==> src/rtl/receive_fsm_pkg.sv <==
// Shared types and constants for the nibble-serial command receiver.
package receive_fsm_pkg;

    localparam int NIBBLE_W = 4;
    localparam int OPC_W    = 8;

    localparam logic [NIBBLE_W-1:0] SYNC_NIBBLE_DEFAULT = 4'hC;

    typedef enum logic [2:0] {
        IDLE,
        GET_OP,
        GET_A,
        GET_B,
        GET_C_LO,
        GET_C_HI
    } state_e;

endpackage

==> src/rtl/receive_timeout.sv <==
// Mid-frame inactivity watchdog: counts stalled cycles inside a frame and
// flags an abort on the cycle the count reaches TIMEOUT_CYCLES.
module receive_timeout #(
    parameter int TIMEOUT_CYCLES = 16
) (
    input  logic clk,
    input  logic reset,
    input  logic in_frame_i,
    input  logic valid_i,
    output logic abort_o
);

    localparam int CNT_W = $clog2(TIMEOUT_CYCLES + 1);

    logic [CNT_W-1:0] cnt_q;
    logic [CNT_W-1:0] cnt_d;

    assign abort_o = in_frame_i && !valid_i
                     && (cnt_q == CNT_W'(TIMEOUT_CYCLES - 1));

    always_comb begin
        cnt_d = cnt_q;
        if (valid_i || !in_frame_i || abort_o) begin
            cnt_d = '0;
        end else begin
            cnt_d = cnt_q + 1'b1;
        end
    end

    always_ff @(posedge clk) begin
        if (reset) begin
            cnt_q <= '0;
        end else begin
            cnt_q <= cnt_d;
        end
    end

endmodule

==> src/rtl/receive_fsm_core.sv <==
// Nibble-serial command receiver: sync, opcode, A, B, C_lo, C_hi -> parallel op.
// Define RECEIVE_FSM_TIMEOUT_EN to abort frames stalled for TIMEOUT_CYCLES.
module receive_fsm_core
    import receive_fsm_pkg::*;
#(
    parameter logic [NIBBLE_W-1:0] SYNC_NIBBLE = SYNC_NIBBLE_DEFAULT
`ifdef RECEIVE_FSM_TIMEOUT_EN
    , parameter int TIMEOUT_CYCLES = 16
`endif
) (
    input  logic                clk,
    input  logic                reset,
    input  logic                rd_data_valid_i,
    input  logic [NIBBLE_W-1:0] rd_data_i,
    output logic [NIBBLE_W-1:0] op_a,
    output logic [NIBBLE_W-1:0] op_b,
    output logic [OPC_W-1:0]    op_c,
    output logic [NIBBLE_W-1:0] op_op,
    output logic                op_valid_o
);

    state_e              state_q, state_d;
    logic [NIBBLE_W-1:0] stg_op_q, stg_op_d;
    logic [NIBBLE_W-1:0] stg_a_q, stg_a_d;
    logic [NIBBLE_W-1:0] stg_b_q, stg_b_d;
    logic [NIBBLE_W-1:0] stg_clo_q, stg_clo_d;
    logic [NIBBLE_W-1:0] op_op_q, op_op_d;
    logic [NIBBLE_W-1:0] op_a_q, op_a_d;
    logic [NIBBLE_W-1:0] op_b_q, op_b_d;
    logic [OPC_W-1:0]    op_c_q, op_c_d;
    logic                op_valid_q, op_valid_d;

`ifdef RECEIVE_FSM_TIMEOUT_EN
    logic timeout_abort;

    receive_timeout #(
        .TIMEOUT_CYCLES(TIMEOUT_CYCLES)
    ) u_timeout (
        .clk        (clk),
        .reset      (reset),
        .in_frame_i (state_q != IDLE),
        .valid_i    (rd_data_valid_i),
        .abort_o    (timeout_abort)
    );
`endif

    always_comb begin
        state_d    = state_q;
        stg_op_d   = stg_op_q;
        stg_a_d    = stg_a_q;
        stg_b_d    = stg_b_q;
        stg_clo_d  = stg_clo_q;
        op_op_d    = op_op_q;
        op_a_d     = op_a_q;
        op_b_d     = op_b_q;
        op_c_d     = op_c_q;
        op_valid_d = 1'b0;

        if (rd_data_valid_i) begin
            case (state_q)
                IDLE: begin
                    if (rd_data_i == SYNC_NIBBLE) begin
                        state_d = GET_OP;
                    end
                end
                GET_OP: begin
                    stg_op_d = rd_data_i;
                    state_d  = GET_A;
                end
                GET_A: begin
                    stg_a_d = rd_data_i;
                    state_d = GET_B;
                end
                GET_B: begin
                    stg_b_d = rd_data_i;
                    state_d = GET_C_LO;
                end
                GET_C_LO: begin
                    stg_clo_d = rd_data_i;
                    state_d   = GET_C_HI;
                end
                GET_C_HI: begin
                    // All outputs load together so a partial frame is never visible.
                    op_op_d    = stg_op_q;
                    op_a_d     = stg_a_q;
                    op_b_d     = stg_b_q;
                    op_c_d     = {rd_data_i, stg_clo_q};
                    op_valid_d = 1'b1;
                    state_d    = IDLE;
                end
                default: state_d = IDLE;
            endcase
        end
`ifdef RECEIVE_FSM_TIMEOUT_EN
        else if (timeout_abort) begin
            state_d   = IDLE;
            stg_op_d  = '0;
            stg_a_d   = '0;
            stg_b_d   = '0;
            stg_clo_d = '0;
        end
`endif
    end

    always_ff @(posedge clk) begin
        if (reset) begin
            state_q    <= IDLE;
            stg_op_q   <= '0;
            stg_a_q    <= '0;
            stg_b_q    <= '0;
            stg_clo_q  <= '0;
            op_op_q    <= '0;
            op_a_q     <= '0;
            op_b_q     <= '0;
            op_c_q     <= '0;
            op_valid_q <= 1'b0;
        end else begin
            state_q    <= state_d;
            stg_op_q   <= stg_op_d;
            stg_a_q    <= stg_a_d;
            stg_b_q    <= stg_b_d;
            stg_clo_q  <= stg_clo_d;
            op_op_q    <= op_op_d;
            op_a_q     <= op_a_d;
            op_b_q     <= op_b_d;
            op_c_q     <= op_c_d;
            op_valid_q <= op_valid_d;
        end
    end

    assign op_op      = op_op_q;
    assign op_a       = op_a_q;
    assign op_b       = op_b_q;
    assign op_c       = op_c_q;
    assign op_valid_o = op_valid_q;

endmodule

==> config.mk <==
export PLATFORM = sky130hd
export DESIGN_NAME = receive_fsm_core
export DESIGN_NICKNAME = d
export VERILOG_FILES = /design/src/rtl/receive_fsm_pkg.sv /design/src/rtl/receive_timeout.sv /design/src/rtl/receive_fsm_core.sv
export SDC_FILE = /design/constraint.sdc
export NUM_CORES = 1
export LEC_CHECK = 0
export CORE_MARGIN = 4
export CORE_UTILIZATION = 46
export CTS_BUF_LIST = sky130_fd_sc_hd__clkbuf_16
export CTS_CLUSTER_SIZE = 8
export DETAILED_ROUTE_END_ITERATION = 7
export PLACE_DENSITY = 0.75
export SYNTH_ARGS = -nofsm -noshare
export SYNTH_HDL_FRONTEND = slang
export SYNTH_HIERARCHICAL = 1
export SYNTH_SLANG_ARGS = --single-unit
==> constraint.sdc <==
create_clock -name clk -period 1.29 [get_ports clk]
set_clock_uncertainty 0.1 [all_clocks]
set_input_delay 0.387 -clock clk [delete_from_list [all_inputs] [get_ports clk]]
set_output_delay 0.387 -clock clk [all_outputs]
set_load 0.02 [all_outputs]
Word-level counts from Yosys, hierarchy flattened
Cells that the tools add are included.
{"block": "word_totals", "elab_cells": 29, "register_bits": 40, "in_bits": 7, "output_inout_bits": 21}
{"block": "classes", "eq_ne": 7, "mux": 3, "reduce_logical": 8, "n_bitwise": 1}
{"operator": "$pmux 3 s5", "count": 1}
{"operator": "$reduce_and 2->1", "count": 6}
{"operator": "$eq 3x2->1 const B", "count": 2}
{"operator": "$eq 3x3->1 const B", "count": 2}
{"operator": "$eq 4x4->1 const B", "count": 1}
{"operator": "$eq 3x1->1 const B", "count": 1}
{"operator": "$logic_not 3->1", "count": 1}
{"operator": "$mux 3", "count": 1}
{"operator": "$ne 2x2->1 const B", "count": 1}
{"operator": "$reduce_or 2->1", "count": 1}
{"operator": "$mux 1", "count": 1}
{"operator": "$not 1->1", "count": 1}

Depth between registers and ports, before layout
Gate-level depths: netlist of the first run.
{"block": "depth", "ltp_word": 3, "ltp_mapped": 5}

Least setup slack after synthesis of the first run
OpenSTA, ideal clock, no wires.
{"block": "synth_timing", "kind": "input-to-reg", "startpoint": "input port rd_data_valid_i", "endpoint": "register stg_op_q[0]", "n_path_buf": 2, "arrival_time_ps": 1060, "setup_slack_ps": 3, "setup_time_ps": 128, "t_required_ps": 1062, "cell_stages": 5, "path_cell_list": "buf_4 > and4bb_2 > buf_4 > mux2i_1 > nor2_1"}
{"block": "synth_via", "elab_chain_len": 1}
{"item": "start, declared", "line": "receive_fsm_core.sv:13", "rtl": "input logic rd_data_valid_i,"}
{"item": "$reduce_and 2->1 (no line)"}
{"item": "end signal, assigned", "line": "receive_fsm_core.sv:119", "rtl": "stg_op_q <= stg_op_d;"}
{"item": "end, declared", "line": "receive_fsm_core.sv:23", "rtl": "logic [NIBBLE_W-1:0] stg_op_q, stg_op_d;"}
Every way passes these cells.
A chain may end at the register's enable or synchronous reset.

Worst setup path after layout of the first run
{"block": "layout_timing", "startpoint": "register op_op_q[0] (netlist: op_op[0])", "endpoint": "output port op_op[0]"}
{"item": "start, declared", "line": "receive_fsm_core.sv:27", "rtl": "logic [NIBBLE_W-1:0] op_op_q, op_op_d;"}
{"item": "start signal, assigned", "line": "receive_fsm_core.sv:123", "rtl": "op_op_q <= op_op_d;"}
{"item": "end, declared", "line": "receive_fsm_core.sv:18", "rtl": "output logic [NIBBLE_W-1:0] op_op,"}
No word-level cell between the ends.

==> flow_summary.yaml, run 1 <==
outcome:
  run_status: "finished, final reports clean"
cells_and_area:
  layout.cells.most_common: "sky130_fd_sc_hd__nand2_1"
  n_fill_cell: 267
  design.final.nets: 216
  layout-drive-gt1-share_pct: 28.2
  most-common-layout-cells: "sky130_fd_sc_hd__nand2_1 (42), sky130_fd_sc_hd__dfxtp_1 (37), sky130_fd_sc_hd__buf_4 (23)"
  num_antenna_cells: 0
  number_of_cells_in_the_finished_layout_apart_from_fillers: 253
  synthToLayoutAreaGrowth_pct: 30.4
cts:
  clk_path_buf_depth: 2
  clock_tree_from_tritoncts: "done"
  cts-hold-fix-buffers: 0
  clkLatencyLatePin_ps: 280
  ctsHtreeMaxLevel: 2
  cts_root_buffer_type: "sky130_fd_sc_hd__clkbuf_16"
  cts.sinks: 40
  numCtsBuffers: 5
  clk_pin_slew_ps: 50
yosys:
  syn_area_sq_um: 1550
  syn_nets: 177
  synth_seq_cells: 40
  yosysWarnings: 6
  syn_inst: 170
  seq_area_frac_synth_pct: 51.6
  synth.lib_cells_used.distinct: 25
  avgSynthCellArea_sq_um: 9.13
power:
  sw_frac_of_total_pct: 19.8
  pwr-share-comb_pct: 4.6
  max-vdd-ir-drop_mv: 0.823
  power_frac_seq_pct: 50.2
  power.internal_mw: 1.99
  leakagePower_nw: 0.846
  switching_power_mw: 0.492
  pwr-share-clk_pct: 45.2
  power_density_normalized_to_cell_area_nw_per_um2: 1220
  total_power_mw: 2.48
sta:
  rsz0062_at_grt: "true"
  period_share_pct: 97.6
  max_slew.worst_pin.slew_ps: 375
  finalHoldViolations: 0
  slew_headroom_pct: 75.0
  finalCriticalPeriod_ps: 1260
  max_freq_mhz: 795
  drv_slew: 0
  finalSetupViolations: 0
worst_setup_path:
  cp-startpoint: "op_op[0]"
  critPathCapture: "op_op[0]"
  critical_path.max_stage_delay_ps: 330
  timing.critical_path.buf_inv: 1
  path_cells: "buf_2"
  critical_path_cell_count: 1
  cp_data_required_time_ps: 800
  r2r-end: "stg_a_q[1]"
  timing.critical_path.from_type: "register"
  setup.worst_path.end_class: "primary output"
  path_class: "register to primary output"
  path_delay_family: "flip-flops"
  reg2reg_depth: 4
  critical-path-slowest-cell: "sky130_fd_sc_hd__dfxtp_1"
  cp.arrival_ps: 770
  worstPathMaxFanout: 2
  worst-r2r-setup-slack_ps: 50
  r2r-start: "state_q[1]"
placed_design:
  place.port_buffers: 27
  place.gp.congestion: 0.799
  hpwlAfterDp_mm: 2.38
  placed_cells: 244
drt:
  vias_per_cell: 4.92
  totalWireLength_mm: 3.29
  num_vias: 1244
  drc: 0
  ant_nets: 0
  drt_pass1_iterations: 4
  routed_wire_length_per_instance_um: 13.0
  first_iter_violations: 19
global_routing:
  first_global_vias: 1200
  number_of_antenna_violations_at_the_first_check_in_global_routing: 0
  grt_max_degree: 21
  first_pass_grt_wire_length_mm: 5.31
  grt.total_usage_pct: 16.6
  grt_remaining_overflow: 0
run:
  timing.max_cap.violations: 0
floorplan:
  fp-row-count: 20
  initial_cell_density_of_the_core_pct: 49.2
  area_of_the_die_sq_um: 4370
  die_w_um: 66.1
  top_level_ports: 28
  core-area_sq_um: 3150
  dieHeight_um: 66.1
min_path:
  hold_path.class: "register to register"
  number_of_cells_traversed_by_the_worst_hold_path: 2
-- Yosys cell counts --
| master | number | share of area [%] |
|---|---|---|
| sky130_fd_sc_hd__buf_2 | 2 | 0.64 |
| sky130_fd_sc_hd__nand4b_1 | 1 | 0.56 |
| sky130_fd_sc_hd__mux2i_1 | 16 | 10 |
| sky130_fd_sc_hd__nand3b_1 | 1 | 0.48 |
| sky130_fd_sc_hd__o32ai_1 | 1 | 0.56 |
| sky130_fd_sc_hd__dfxtp_1 | 40 | 52 |
| sky130_fd_sc_hd__inv_1 | 2 | 0.48 |
| sky130_fd_sc_hd__and4b_2 | 1 | 0.73 |
| sky130_fd_sc_hd__clkbuf_1 | 4 | 0.97 |
| sky130_fd_sc_hd__a21o_1 | 1 | 0.48 |
| sky130_fd_sc_hd__a311oi_1 | 1 | 0.56 |
| sky130_fd_sc_hd__nor2_1 | 18 | 4.4 |
| sky130_fd_sc_hd__nand2b_1 | 1 | 0.40 |
| sky130_fd_sc_hd__and4bb_1 | 1 | 0.81 |
| sky130_fd_sc_hd__and4bb_2 | 2 | 1.6 |
| sky130_fd_sc_hd__a21oi_2 | 1 | 0.56 |
| sky130_fd_sc_hd__nand4_1 | 1 | 0.40 |
| sky130_fd_sc_hd__nand4b_2 | 1 | 0.97 |
| sky130_fd_sc_hd__o21ai_0 | 1 | 0.32 |
| sky130_fd_sc_hd__buf_4 | 4 | 1.9 |
| sky130_fd_sc_hd__nand2_1 | 42 | 10 |
| sky130_fd_sc_hd__buf_1 | 1 | 0.24 |
| sky130_fd_sc_hd__or2b_1 | 1 | 0.48 |
| sky130_fd_sc_hd__a21oi_1 | 21 | 6.8 |
| sky130_fd_sc_hd__buf_6 | 5 | 3.6 |
-- through the flow --
| stage | hold slack (ps) | utilization (%) | TNS [ps] | worst slack (ps) | cell area (sq um) |
|---|---|---|---|---|---|
| after global placement | 342 | 61.2 | -20940 | -521 | 1930 |
| after CTS | 353 | 62.6 | 0 | 3.94 | 1970 |
| after floorplan | 331 | - | 0 | 2.63 | 1550 |
| final | 348 | 64.2 | 0 | 31.4 | 2020 |
| after global routing | 372 | 64.2 | -27.7 | -15.5 | 2020 |
| after detailed placement | 346 | 61.2 | -22280 | -593 | 1930 |
-- timing repair --
action,CTS,global route
resized for setup,93,17
buffers inserted,0,2
cloned,0,0
pin swaps,5,6
setup endpoints to repair,61,40
endpoints found under the hold margin,0,0
-- cells by family after synthesis --
family,synth area share [%]
and+or+nand+nor,21.0
muxes,10.3
DFF,51.6
AOI/OAI and AO/OA,9.27
buffers and inverters,7.90
-- power by group through the flow --
stage / Sequential, mW / Clock (mW) / Combinational [mW]
after detailed placement: 1.27 / 0 / 0.106
after floorplan: 1.27 / 0 / 0.0509
final: 1.24 / 1.12 / 0.114
after global placement: 1.27 / 0 / 0.103
after CTS: 1.25 / 1.15 / 0.107
after global routing: 1.24 / 1.20 / 0.124
-- metal layers --
metal	vias up	GRT usage (%)	wire, um	part of all wire, %
met2	26	26.8	1580	48
met4	0	8.63	82	2.5
met1	571	18.5	1450	44
li1	637	-	-	-
met3	10	6.80	175	5.3
met5	-	0	0	0
-- layout make-up --
class | instances | area (sq um) | area share (%)
Sequential cell | 40 | 810 | 40.0
Multi-Input combinational cell | 112 | 654 | 32.3
Timing Repair Buffer | 48 | 365 | 18.0
Clock buffer | 5 | 125 | 6.18
Tap cell | 44 | 55.1 | 2.72
Clock inverter | 2 | 7.51 | 0.371
Inverter | 2 | 7.51 | 0.371
-- worst min path at each step --
stage | startpoint | end | slack [ps]
2_1_floorplan | stg_a_q[0] | op_a[0] | 330
3_3_place_gp | op_op[3] | op_op[3] | 340
3_5_place_dp | stg_op_q[3] | op_op[3] | 350
4_1_cts | op_c[2] | op_c[2] | 350
5_1_grt | op_c[1] | op_c[1] | 370
6_report | op_c[2] | op_c[2] | 350
-- flip-flops by register name, indices dropped and copies added (netlist names) --
register / count
op_a: 4
op_b: 4
op_c: 8
op_op: 4
op_valid_o: 1
state_q: 3
stg_a_q: 4
stg_b_q: 4
stg_clo_q: 4
stg_op_q: 4
Power figures use the tool's default switching activity.
==> inputs of run 2 (changes only) <==
Settings changed: REMOVE_ABC_BUFFERS set to 1.
==> flow_summary.yaml, run 2 (synthesis results as in run 1) <==
outcome:
  run_status: "finished, final reports clean"
cells_and_area:
  finish.instance_area_sq_um: 2100
  layout.cells.most_common: "sky130_fd_sc_hd__nand2_1"
  final_core_util_pct: 66.5
  synthToLayoutAreaGrowth_pct: 35.1
  design.final.nets: 217
  n_fill_cell: 266
  most-common-layout-cells: "sky130_fd_sc_hd__nand2_1 (35), sky130_fd_sc_hd__dfxtp_1 (33), sky130_fd_sc_hd__buf_4 (29)"
  num_antenna_cells: 0
  layout-drive-gt1-share_pct: 34.6
  largest_reg_flops: 8
placed_design:
  placement.cell_area_sq_um: 1910
  place.gp.congestion: 0.832
  place.port_buffers: 27
  hpwlAfterDp_mm: 2.37
sta:
  max_slew.worst_pin.slew_ps: 248
  finalCriticalPeriod_ps: 1270
  finalSetupViolations: 0
  setup-tns-final_ps: 0
  rsz0062_at_grt: "true"
  finalHoldViolations: 0
  drv_slew: 0
  period_share_pct: 98.7
  max_freq_mhz: 785
  slew_headroom_pct: 83.3
run:
  timing.max_cap.violations: 0
power:
  pwr-share-clk_pct: 50.3
  max-vdd-ir-drop_mv: 0.994
  switching_power_mw: 0.529
  sw_frac_of_total_pct: 19.5
  power_density_normalized_to_cell_area_nw_per_um2: 1300
  pwr-share-comb_pct: 4.0
  power.internal_mw: 2.19
  leakagePower_nw: 0.847
  total_power_mw: 2.72
  power_frac_seq_pct: 45.8
global_routing:
  grt.total_usage_pct: 17.7
  grt_remaining_overflow: 0
  grt_max_degree: 21
  first_pass_grt_wire_length_mm: 5.68
  number_of_antenna_violations_at_the_first_check_in_global_routing: 0
  first_global_vias: 1256
cts:
  ctsHtreeMaxLevel: 2
  cts.sinks: 40
  clock_tree_from_tritoncts: "done"
  cts_root_buffer_type: "sky130_fd_sc_hd__clkbuf_16"
  clk_pin_slew_ps: 60
  clkLatencyLatePin_ps: 280
  cts-hold-fix-buffers: 0
  clk_path_buf_depth: 2
  numCtsBuffers: 5
drt:
  drc: 0
  vias_per_cell: 5.10
  num_vias: 1301
  ant_nets: 0
  drt_pass1_iterations: 4
  routed_wire_length_per_instance_um: 14.4
  totalWireLength_mm: 3.66
  first_iter_violations: 106
floorplan:
  initial_cell_density_of_the_core_pct: 49.2
  core-area_sq_um: 3150
  area_of_the_die_sq_um: 4370
  fp-row-count: 20
  die_w_um: 66.1
  dieHeight_um: 66.1
  top_level_ports: 28
worst_setup_path:
  path_cells: "buf_4"
  cp_data_required_time_ps: 800
  timing.critical_path.from_type: "register"
  timing.critical_path.buf_inv: 1
  path_class: "register to primary output"
  critical-path-slowest-cell: "sky130_fd_sc_hd__dfxtp_1"
  path_delay_family: "flip-flops"
  worstPathMaxFanout: 2
  critical_path.max_stage_delay_ps: 350
  cp.arrival_ps: 790
  setup.worst_path.end_class: "primary output"
min_path:
  hold_path.class: "register to register"
-- run 2: changes by cell type in the layout (fill, tap and decap cells not counted), sizes merged --
cell,delta
clkdlybuf4s50,+4
dlymetal6s2s,-3
buf,+1
bufinv,+1
dlygate4sd2,-1
-- run 2: cell type report --
type                       count  area (sq um)  share of cell area (%)
sequential                    40           815                    38.8
multi-input combinational    112           674                    32.2
timing repair buffer          49           383                    18.3
clock buffer                   5           125                    5.97
tap                           44          55.1                    2.63
clock inverter                 3          37.5                    1.79
inverter                       2          7.51                   0.358
-- run 2: final timing paths --
path	from	endpoint	slack [ps]	depth (start not counted)
worst max-delay path	op_c[1]	op_c[1]	20	1
worst min-delay path	stg_op_q[2]	op_op[2]	350	2
worst max register to register	state_q[0]	stg_a_q[1]	20	3
worst min register to register	stg_op_q[2]	op_op[2]	350	2
-- run 2: metal layers --
layer,share of wire (%),track usage (%),wire (um)
met4,2.9,11.4,106
met5,0,0,0
met3,4.7,6.12,173
met2,49,28.0,1780
met1,44,20.0,1600
-- run 2: power by group through the flow --
stage	logic (mW)	registers (mW)	clock network [mW]
2_1_floorplan	0.0202	1.27	0
3_3_place_gp	0.0997	1.27	0
3_5_place_dp	0.102	1.27	0
4_1_cts	0.102	1.25	1.38
5_1_grt	0.115	1.24	1.45
6_report	0.108	1.24	1.37
-- run 2: through the flow --
stage / hold WS [ps] / instances / worst slack [ps]
after floorplan: 325 / 154 / -153
after global placement: 341 / 243 / -519
after detailed placement: 348 / 243 / -538
after CTS: 355 / 251 / 0.768
after global routing: 371 / 255 / -39.0
final: 352 / 255 / 16.5
-- run 2: repair_timing --
| action | in CTS | in global routing |
|---|---|---|
| setup buffers | 0 | 2 |
| setup endpoints to repair | 61 | 44 |
| pin swaps | 3 | 3 |
| gates cloned | 0 | 2 |
| gates resized for setup | 88 | 41 |
-- run 2: worst min-delay path, stage by stage, from the launching register on --
cell and delay (ps):
sky130_fd_sc_hd__dfxtp_1 300, sky130_fd_sc_hd__nand2_1 50, sky130_fd_sc_hd__a21oi_1 50
